<file path="config.mk">
export PLATFORM = sky130hd
export DESIGN_NAME = scalar_arx_decryptor_flat
export DESIGN_NICKNAME = d
export VERILOG_FILES = /design/src/rtl/scalar_arx_decryptor_if.sv /design/src/rtl/scalar_arx_decryptor.sv /design/src/flat_wrapper.sv
export SDC_FILE = /design/constraint.sdc
export NUM_CORES = 1
export LEC_CHECK = 0
export CORE_MARGIN = 3
export CORE_UTILIZATION = 25
export DETAILED_ROUTE_END_ITERATION = 10
export HOLD_SLACK_MARGIN = 0.1
export SYNTH_ARGS = -nofsm -noshare
export SYNTH_HDL_FRONTEND = slang
export SYNTH_SLANG_ARGS = --single-unit
</file>
<file path="constraint.sdc">
create_clock -name clk -period 5.6 [get_ports clk]
set_input_delay 1.4 -clock clk [delete_from_list [all_inputs] [get_ports clk]]
set_output_delay 1.4 -clock clk [all_outputs]
set_load 0.05 [all_outputs]
</file>
<file path="src/rtl/scalar_arx_decryptor_if.sv">
// Valid/ready bundle for the scalar ARX decryptor.
// Master drives ciphertext and key in, slave returns plaintext and flags.
interface scalar_arx_decryptor_if #(
  parameter int N = 32
);
  logic         in_valid;
  logic         in_ready;
  logic [N-1:0] cipher_in;
  logic [N-1:0] key_in;
  logic         out_valid;
  logic         out_ready;
  logic [N-1:0] plain_out;
  logic [3:0]   out_flags;

  modport master (
    output in_valid, cipher_in, key_in, out_ready,
    input  in_ready, out_valid, plain_out, out_flags
  );

  modport slave (
    input  in_valid, cipher_in, key_in, out_ready,
    output in_ready, out_valid, plain_out, out_flags
  );
endinterface

</file>
<file path="src/rtl/scalar_arx_decryptor.sv">
// Iterative ARX decryptor: one inverse round per clock.
// Optional ARX_DEC_ABORT_EN adds an abort input that drops the word in flight.
module scalar_arx_decryptor #(
  parameter int N      = 32,
  parameter int ROUNDS = 8,
  parameter int ROT    = 7
) (
  input logic clk,
  input logic rst_n,
`ifdef ARX_DEC_ABORT_EN
  input logic abort,
`endif
  scalar_arx_decryptor_if.slave bus
);

  localparam int CW = (ROUNDS > 1) ? $clog2(ROUNDS) : 1;

  typedef enum logic [1:0] {
    IDLE,
    RUN,
    DONE
  } state_t;

  state_t        state;
  logic [CW-1:0] cnt;
  logic [N-1:0]  x_reg;
  logic [N-1:0]  key_reg;
  logic [3:0]    flags_q;
  logic          in_ready_q;
  logic          out_valid_q;

  logic [N-1:0]  rk;
  logic [N-1:0]  diff;
  logic [N-1:0]  nxt;
  logic          carry;

  function automatic logic [N-1:0] rol(input logic [N-1:0] v);
    if (ROT == 0) return v;
    return (v << ROT) | (v >> (N - ROT));
  endfunction

  always_comb begin
    rk    = key_reg + N'(cnt);
    diff  = x_reg - rk;
    nxt   = rol(diff) ^ rk;
    carry = (x_reg >= rk);
  end

  always_ff @(posedge clk) begin
    if (!rst_n) begin
      state       <= IDLE;
      cnt         <= '0;
      x_reg       <= '0;
      key_reg     <= '0;
      flags_q     <= '0;
      in_ready_q  <= 1'b1;
      out_valid_q <= 1'b0;
    end else begin
      unique case (state)
        IDLE: begin
          if (bus.in_valid) begin
            x_reg      <= bus.cipher_in;
            key_reg    <= bus.key_in;
            cnt        <= CW'(ROUNDS - 1);
            state      <= RUN;
            in_ready_q <= 1'b0;
          end
        end
        RUN: begin
          x_reg <= nxt;
          // last round uses rk_0 = key, so carry is the final borrow
          if (cnt == '0) begin
            state       <= DONE;
            out_valid_q <= 1'b1;
            flags_q     <= {nxt[N-1], (nxt == '0), 1'b0, carry};
          end else begin
            cnt <= cnt - 1'b1;
          end
        end
        DONE: begin
          if (bus.out_ready) begin
            state       <= IDLE;
            out_valid_q <= 1'b0;
            in_ready_q  <= 1'b1;
          end
        end
        default: begin
          state       <= IDLE;
          out_valid_q <= 1'b0;
          in_ready_q  <= 1'b1;
        end
      endcase
`ifdef ARX_DEC_ABORT_EN
      if (abort && state != IDLE) begin
        state       <= IDLE;
        out_valid_q <= 1'b0;
        in_ready_q  <= 1'b1;
      end
`endif
    end
  end

  assign bus.in_ready  = in_ready_q;
  assign bus.out_valid = out_valid_q;
  assign bus.plain_out = x_reg;
  assign bus.out_flags = flags_q;

endmodule

</file>
<file path="src/flat_wrapper.sv">
// flat-port wrapper written by rule: the top's interface ports become plain ports
module scalar_arx_decryptor_flat 
#(
  parameter int N      = 32,
  parameter int ROUNDS = 8,
  parameter int ROT    = 7
)
  (clk, rst_n, bus_in_valid, bus_cipher_in, bus_key_in, bus_out_ready, bus_in_ready, bus_out_valid, bus_plain_out, bus_out_flags);
  scalar_arx_decryptor_if #(.N(N)) bus_i ();
  input logic clk;
  input logic rst_n;
  input wire logic [$bits(bus_i.in_valid)-1:0] bus_in_valid;
  input wire logic [$bits(bus_i.cipher_in)-1:0] bus_cipher_in;
  input wire logic [$bits(bus_i.key_in)-1:0] bus_key_in;
  input wire logic [$bits(bus_i.out_ready)-1:0] bus_out_ready;
  output wire logic [$bits(bus_i.in_ready)-1:0] bus_in_ready;
  output wire logic [$bits(bus_i.out_valid)-1:0] bus_out_valid;
  output wire logic [$bits(bus_i.plain_out)-1:0] bus_plain_out;
  output wire logic [$bits(bus_i.out_flags)-1:0] bus_out_flags;
  assign bus_i.in_valid = bus_in_valid;
  assign bus_i.cipher_in = bus_cipher_in;
  assign bus_i.key_in = bus_key_in;
  assign bus_i.out_ready = bus_out_ready;
  assign bus_in_ready = bus_i.in_ready;
  assign bus_out_valid = bus_i.out_valid;
  assign bus_plain_out = bus_i.plain_out;
  assign bus_out_flags = bus_i.out_flags;
  scalar_arx_decryptor #(.N(N), .ROUNDS(ROUNDS), .ROT(ROT)) u_core (.clk(clk), .rst_n(rst_n), .bus(bus_i));
endmodule
</file>
==> flow_summary.ini <==
[status]
status = finished clean

[grt]
antenna_found_initial = 0
grt_max_degree = 51
overflow = 0
grt_pass1_wl_mm = 31.23
grt_use_total_pct = 16.19
grt_pass1_vias = 5662

[synth]
synth-async-reset-ratio_pct = 0
synth_common_cells = nand2_1, a21oi_1, dfxtp_1
synthAdderAreaFrac_pct = 8.692
syn_area_per_cell_um2 = 7.525
synth_edf_count = 0
ys_ff_latch = 74
yosysWarnings = 0
synth_top_area_cell = dfxtp_1
netlist.area_leader.share_pct = 25.60
synth.most_common_cell = nand2_1
synth_compound_area_share_pct = 20.39
synthSimpleGateAreaFrac_pct = 26.03
synth_xor_area_share_pct = 15.09
yosys-top-cells-area = dfxtp_1, xnor2_1, nand2_1
ys_seq_area_share_pct = 25.60
synth_mux_area_share_pct = 0.3459
postSynthCellCount = 769
synth_fp_nets = 876
ys_types = 66
syn_area_um2 = 5787
synth_top_family_by_area = simple AND/OR/NAND/NOR gates
synth_ff_type = dfxtp_1

[setup_path]
r2r_start = u_core.key_reg[3]
cp-startpoint = u_core.key_reg[3]
crit_arrival_ns = 5.35
crit_fanout = 16
crit_end = u_core.bus.out_flags[2]
critPathKind = register to register
r2r_end = u_core.bus.out_flags[2]
ff2ff_setup_slack_ns = 0.55
r2r_cells = 14
required_ns = 5.89
crit_path_end_kind = register
cp-start-kind = register

[sta]
fin_crit_ns = 5.055
worst_pin_slew_ns = 1.107
setup_ws_ns = 0.5455
setup_viol = 0
slew_headroom_pct = 26.05
hold_viol = 0
fin_skew_ns = 0.006706
rsz0062_at_grt = false
setup_tns_ns = 0
drv_slew = 0
min_period_over_period_pct = 90.26
holdWs_ns = 0.4552
fmax_mhz = 197.8

[place]
place_ws_ns = 0.6404
dpl.hpwl_mm = 16.40
place.gp.congestion = 0.9451
portBuffers = 104

[clock_network]
clk_latency_ns = 0.35
hold_buffers = 0
cts_resized = 0
postCtsSetupBuffers = 0
clock-sinks = 74
ctsLongestPathBuffers = 2
cts.reportedPaths.clkPinSlew_ns = 0.06
root_buffer = clkbuf_16
tritoncts = done
numCtsBuffers = 9
h-tree-depth = 3

[floorplanning]
initial_core_util_pct = 25.48
ios = 106
die_w_um = 158.1
placementRows = 55
die_area_um2 = 25010
dieHeight_um = 158.1
coreArea_um2 = 22710

[power]
comb_power_share_pct = 54.9
clockPowerShare_pct = 22.1
power.density_nw_per_um2 = 391.9
power.switching_w = 0.001276
ir_drop_v = 0.0001738
total_power_w = 0.002898
p_int_w = 0.001622
seq_power_share_pct = 23.0
p_leak_nw = 2.771
p_sw_share_pct = 44.04

[detailed_routing]
first_iter_violations = 413
first_pass_iters = 5
drc = 0
via_count = 5807
detail-route-antenna-nets = 0
wl_per_cell_um = 17.70
vias_per_cell = 5.080
wl_mm = 20.24

[finish]
diodes = 0
nNetsFinal = 960
drive_gt1_share_pct = 4.662
area_delta_synth_final_pct = 27.81

[flow_run]
drv_cap = 0

[min_path]
hold_class = register to register
==> kinds of logic (layout without fill, tap and decap cells) <==
kind of cell	after synthesis	in the layout
compound gates	192	192
xor+xnor	90	90
fa+ha+maj	39	39
buf+inv	53	142
flops	74	74
mux	2	2
other cells	1	1
simple gates	318	318
==> power groups by stage <==
stage	Combinational [W]	Clock, W	Sequential [W]
global placement	0.00158	0	0.000677
finish	0.00159	0.000640	0.000666
detailed placement	0.00158	0	0.000678
floorplan	0.000987	0	0.000795
global route	0.00173	0.000672	0.000675
CTS	0.00158	0.000649	0.000666
==> layout make-up <==
cell class,count,area (um^2)
clock inverter,5,77.57
multi-input combinational,642,4091
fill,2433,15310
clock buffer,11,242.7
inverter,16,60.06
tap,285,356.6
sequential,74,1481
timing repair buffer,110,1086
==> through the flow <==
step	util (%)	cells	instance area, um^2
after floorplan	-	769	5787
final	32.57	1143	7396
after CTS	32.57	1143	7396
after detailed placement	31.16	1127	7076
after global placement	31.16	1127	7076
after global routing	32.57	1143	7396
==> cells in the final DEF (no fill, tap or decap), types with 8 or more instances in the layout <==
master	Yosys	routed
nor3_1	14	14
o211ai_1	17	17
ha_1	37	37
nand2_1	143	143
nand3_1	18	18
xor2_1	20	20
clkbuf_16	0	9
clkdlybuf4s50_1	0	104
a21oi_1	79	79
a211oi_1	12	12
nor2_1	73	72
xnor2_1	63	63
dfxtp_1	74	74
nand4_1	12	12
a311oi_1	8	8
o21ai_0	40	40
inv_1	15	15
==> worst min-delay path by stage <==
stage	startpoint	endpoint	slack (ns)	depth (start not counted)
global placement	u_core.bus.out_flags[3]	u_core.bus.out_flags[3]	0.44	2
finish	u_core.key_reg[13]	u_core.key_reg[13]	0.46	2
floorplan	u_core.key_reg[13]	u_core.key_reg[13]	0.44	2
CTS	u_core.key_reg[13]	u_core.key_reg[13]	0.45	2
detailed placement	u_core.key_reg[13]	u_core.key_reg[13]	0.45	2
global route	u_core.key_reg[30]	u_core.key_reg[30]	0.48	2
==> worst max-delay path, cell delays in order, from the launching register on <==
cell and delay (ns):
dfxtp_1 0.44, nand4_2 0.17, or4_1 0.89, nor4b_1 0.56, xnor2_1 0.17, ha_1 0.40
a21oi_1 0.22, o21ai_0 0.18, or3_1 0.33, o21ai_0 0.61, o21a_1 0.26, xnor2_1 0.23
nor3b_1 0.33, nand4_1 0.13, nand2_1 0.08
==> per-layer routing <==
| layer | up-vias | track usage (%) | wire [um] |
|---|---|---|---|
| met5 | - | 0 | 0 |
| met4 | 0 | 4.998 | 384 |
| met3 | 26 | 2.488 | 1140 |
| li1 | 2875 | - | - |
| met2 | 177 | 26.51 | 9333 |
| met1 | 2729 | 21.94 | 9375 |
Note: power is estimated with default switching activity, not from simulation.
==> RTL edit (same settings) <==
`ROUNDS` is set to 8 in 2 places; all go to 16.
--- a/src/rtl/scalar_arx_decryptor.sv
+++ b/src/rtl/scalar_arx_decryptor.sv
@@ -4,3 +4,3 @@
   parameter int N      = 32,
-  parameter int ROUNDS = 8,
+  parameter int ROUNDS = 16,
   parameter int ROT    = 7
--- a/src/flat_wrapper.sv
+++ b/src/flat_wrapper.sv
@@ -4,3 +4,3 @@
   parameter int N      = 32,
-  parameter int ROUNDS = 8,
+  parameter int ROUNDS = 16,
   parameter int ROT    = 7
Behaviour: not the same (a bounded check fails within 4 cycles, from zero or initial values and one cycle with rst_n low).
==> RTL edit against the unedited design <==
- setup slack gained 300 ps
- final cell count increased by 1.6%
- cell area rose by 0.93%
- power is 8.9% higher
- routed wire length decreased by 0.82%
- area after synthesis up 1.0%
- sequential share of layout area is 0.084 points higher
- sequential cell count grew 1
- hold slack gained 28 ps
- fmax rose by 6.2%
- die area is 0.98% higher
- largest cell class unchanged
==> RTL edit: results (changes against the unedited design) <==
* Register-to-register setup slack at 840 ps (+300 ps)
* Final wirelength at 20070 um (-0.82%)
* Worst Path Max Fanout at 9 (-7)
* Max incr delay on CP at 410 ps (-480 ps)
* Max IR drop VDD at 0.0001259 V (-28%)
* Register share of the cell area at 20.11% (+0.084 points)
* Met3 Resource Use GR at 3.000% (+0.51 points)
* Non-CTS buffers at 111 (+0.91%)
* Slowest-stage cell, CP: a211o_1
* Vias in the first global route at 5562 (-1.8%)
* Seq_cells at 75 (+1.4%)
* Placed cells at 1145 (+1.6%)
* Final Critical Period at 4758 ps (-296.5 ps)
* Area of the multi-input gates at 0.004119 sq mm (+0.67%)
* Switching part of the total power at 47.20% (+3.2 points)
* Synth area leaders: dfxtp_1 (26%), nand2_1 (11%), xnor2_1 (9.4%)
* Final estimated routing congestion in global placement at 0.8660 (-8.4%)
* Post-Syn Nets at 867 (-1.0%)
* Clock-cell share at 3.956% (-0.38 points)
* CP arrival at 5060 ps (-290 ps)
* Pwr/cell area at 422.9 mW/mm^2 (+7.9%)
* Reg2Reg Depth at 19 (+5)
* Status: finished, final reports clean
* Worst Tran Pin Value at 806.0 ps (-300.6 ps)
* Leakage at 2.720 nW (-1.9%)
* Seq/Total Area, Yosys at 25.68% (+0.085 points)
* Skew final at 8.690 ps (+1.984 ps)
* CP startpoint: u_core.cnt[0]
* Via count at 5668 (-2.4%)
* Non-Clock Inverter Count at 17 (+1)
* First-pass GRT wire length at 31600 um (+1.2%)
* Synth Area in XOR/XNOR at 14.06% (-1.0 points)
* Commonest cells post-synth: nand2_1 (168), dfxtp_1 (75), a21oi_1 (64), xnor2_1 (63), nor2_1 (40)
* GRT Total Usage at 15.73% (-0.45 points)
* Sequential share of power at 22.2% (-0.8 points)
* Met2 Track Usage GR at 25.03% (-1.5 points)
* Largest net degree at the start of global routing at 71 (+39%)
* Power Combinational at 1.87 mW (+18%)
* Share of cells above drive strength 1 at 5.660% (+1.0 points)
-- RTL edit: cell types whose count changed after synthesis, sizes merged, moves of 14 or more --
cell / delta
nor2: -33
nand2: +25
o21ai: -22
a21oi: -15
and3: +15
a21o: +14
-- RTL edit: how the worst min path moves through the flow --
stage                        from                  to  slack, ps  cells after the start
3_3_place_gp    u_core.key_reg[0]   u_core.key_reg[0]        470                      2
3_5_place_dp   u_core.key_reg[31]  u_core.key_reg[31]        470                      2
5_1_grt         u_core.key_reg[1]   u_core.key_reg[1]        510                      2
2_1_floorplan   u_core.key_reg[0]   u_core.key_reg[0]        440                      2
6_report        u_core.key_reg[3]   u_core.key_reg[3]        480                      2
4_1_cts        u_core.key_reg[31]  u_core.key_reg[31]        480                      2
-- RTL edit: per-layer routing --
layer / vias up / share of wire (%)
li1: 2853 / -
met1: 2630 / 49
met2: 164 / 44
met3: 21 / 5.1
met4: 0 / 1.6
met5: - / 0
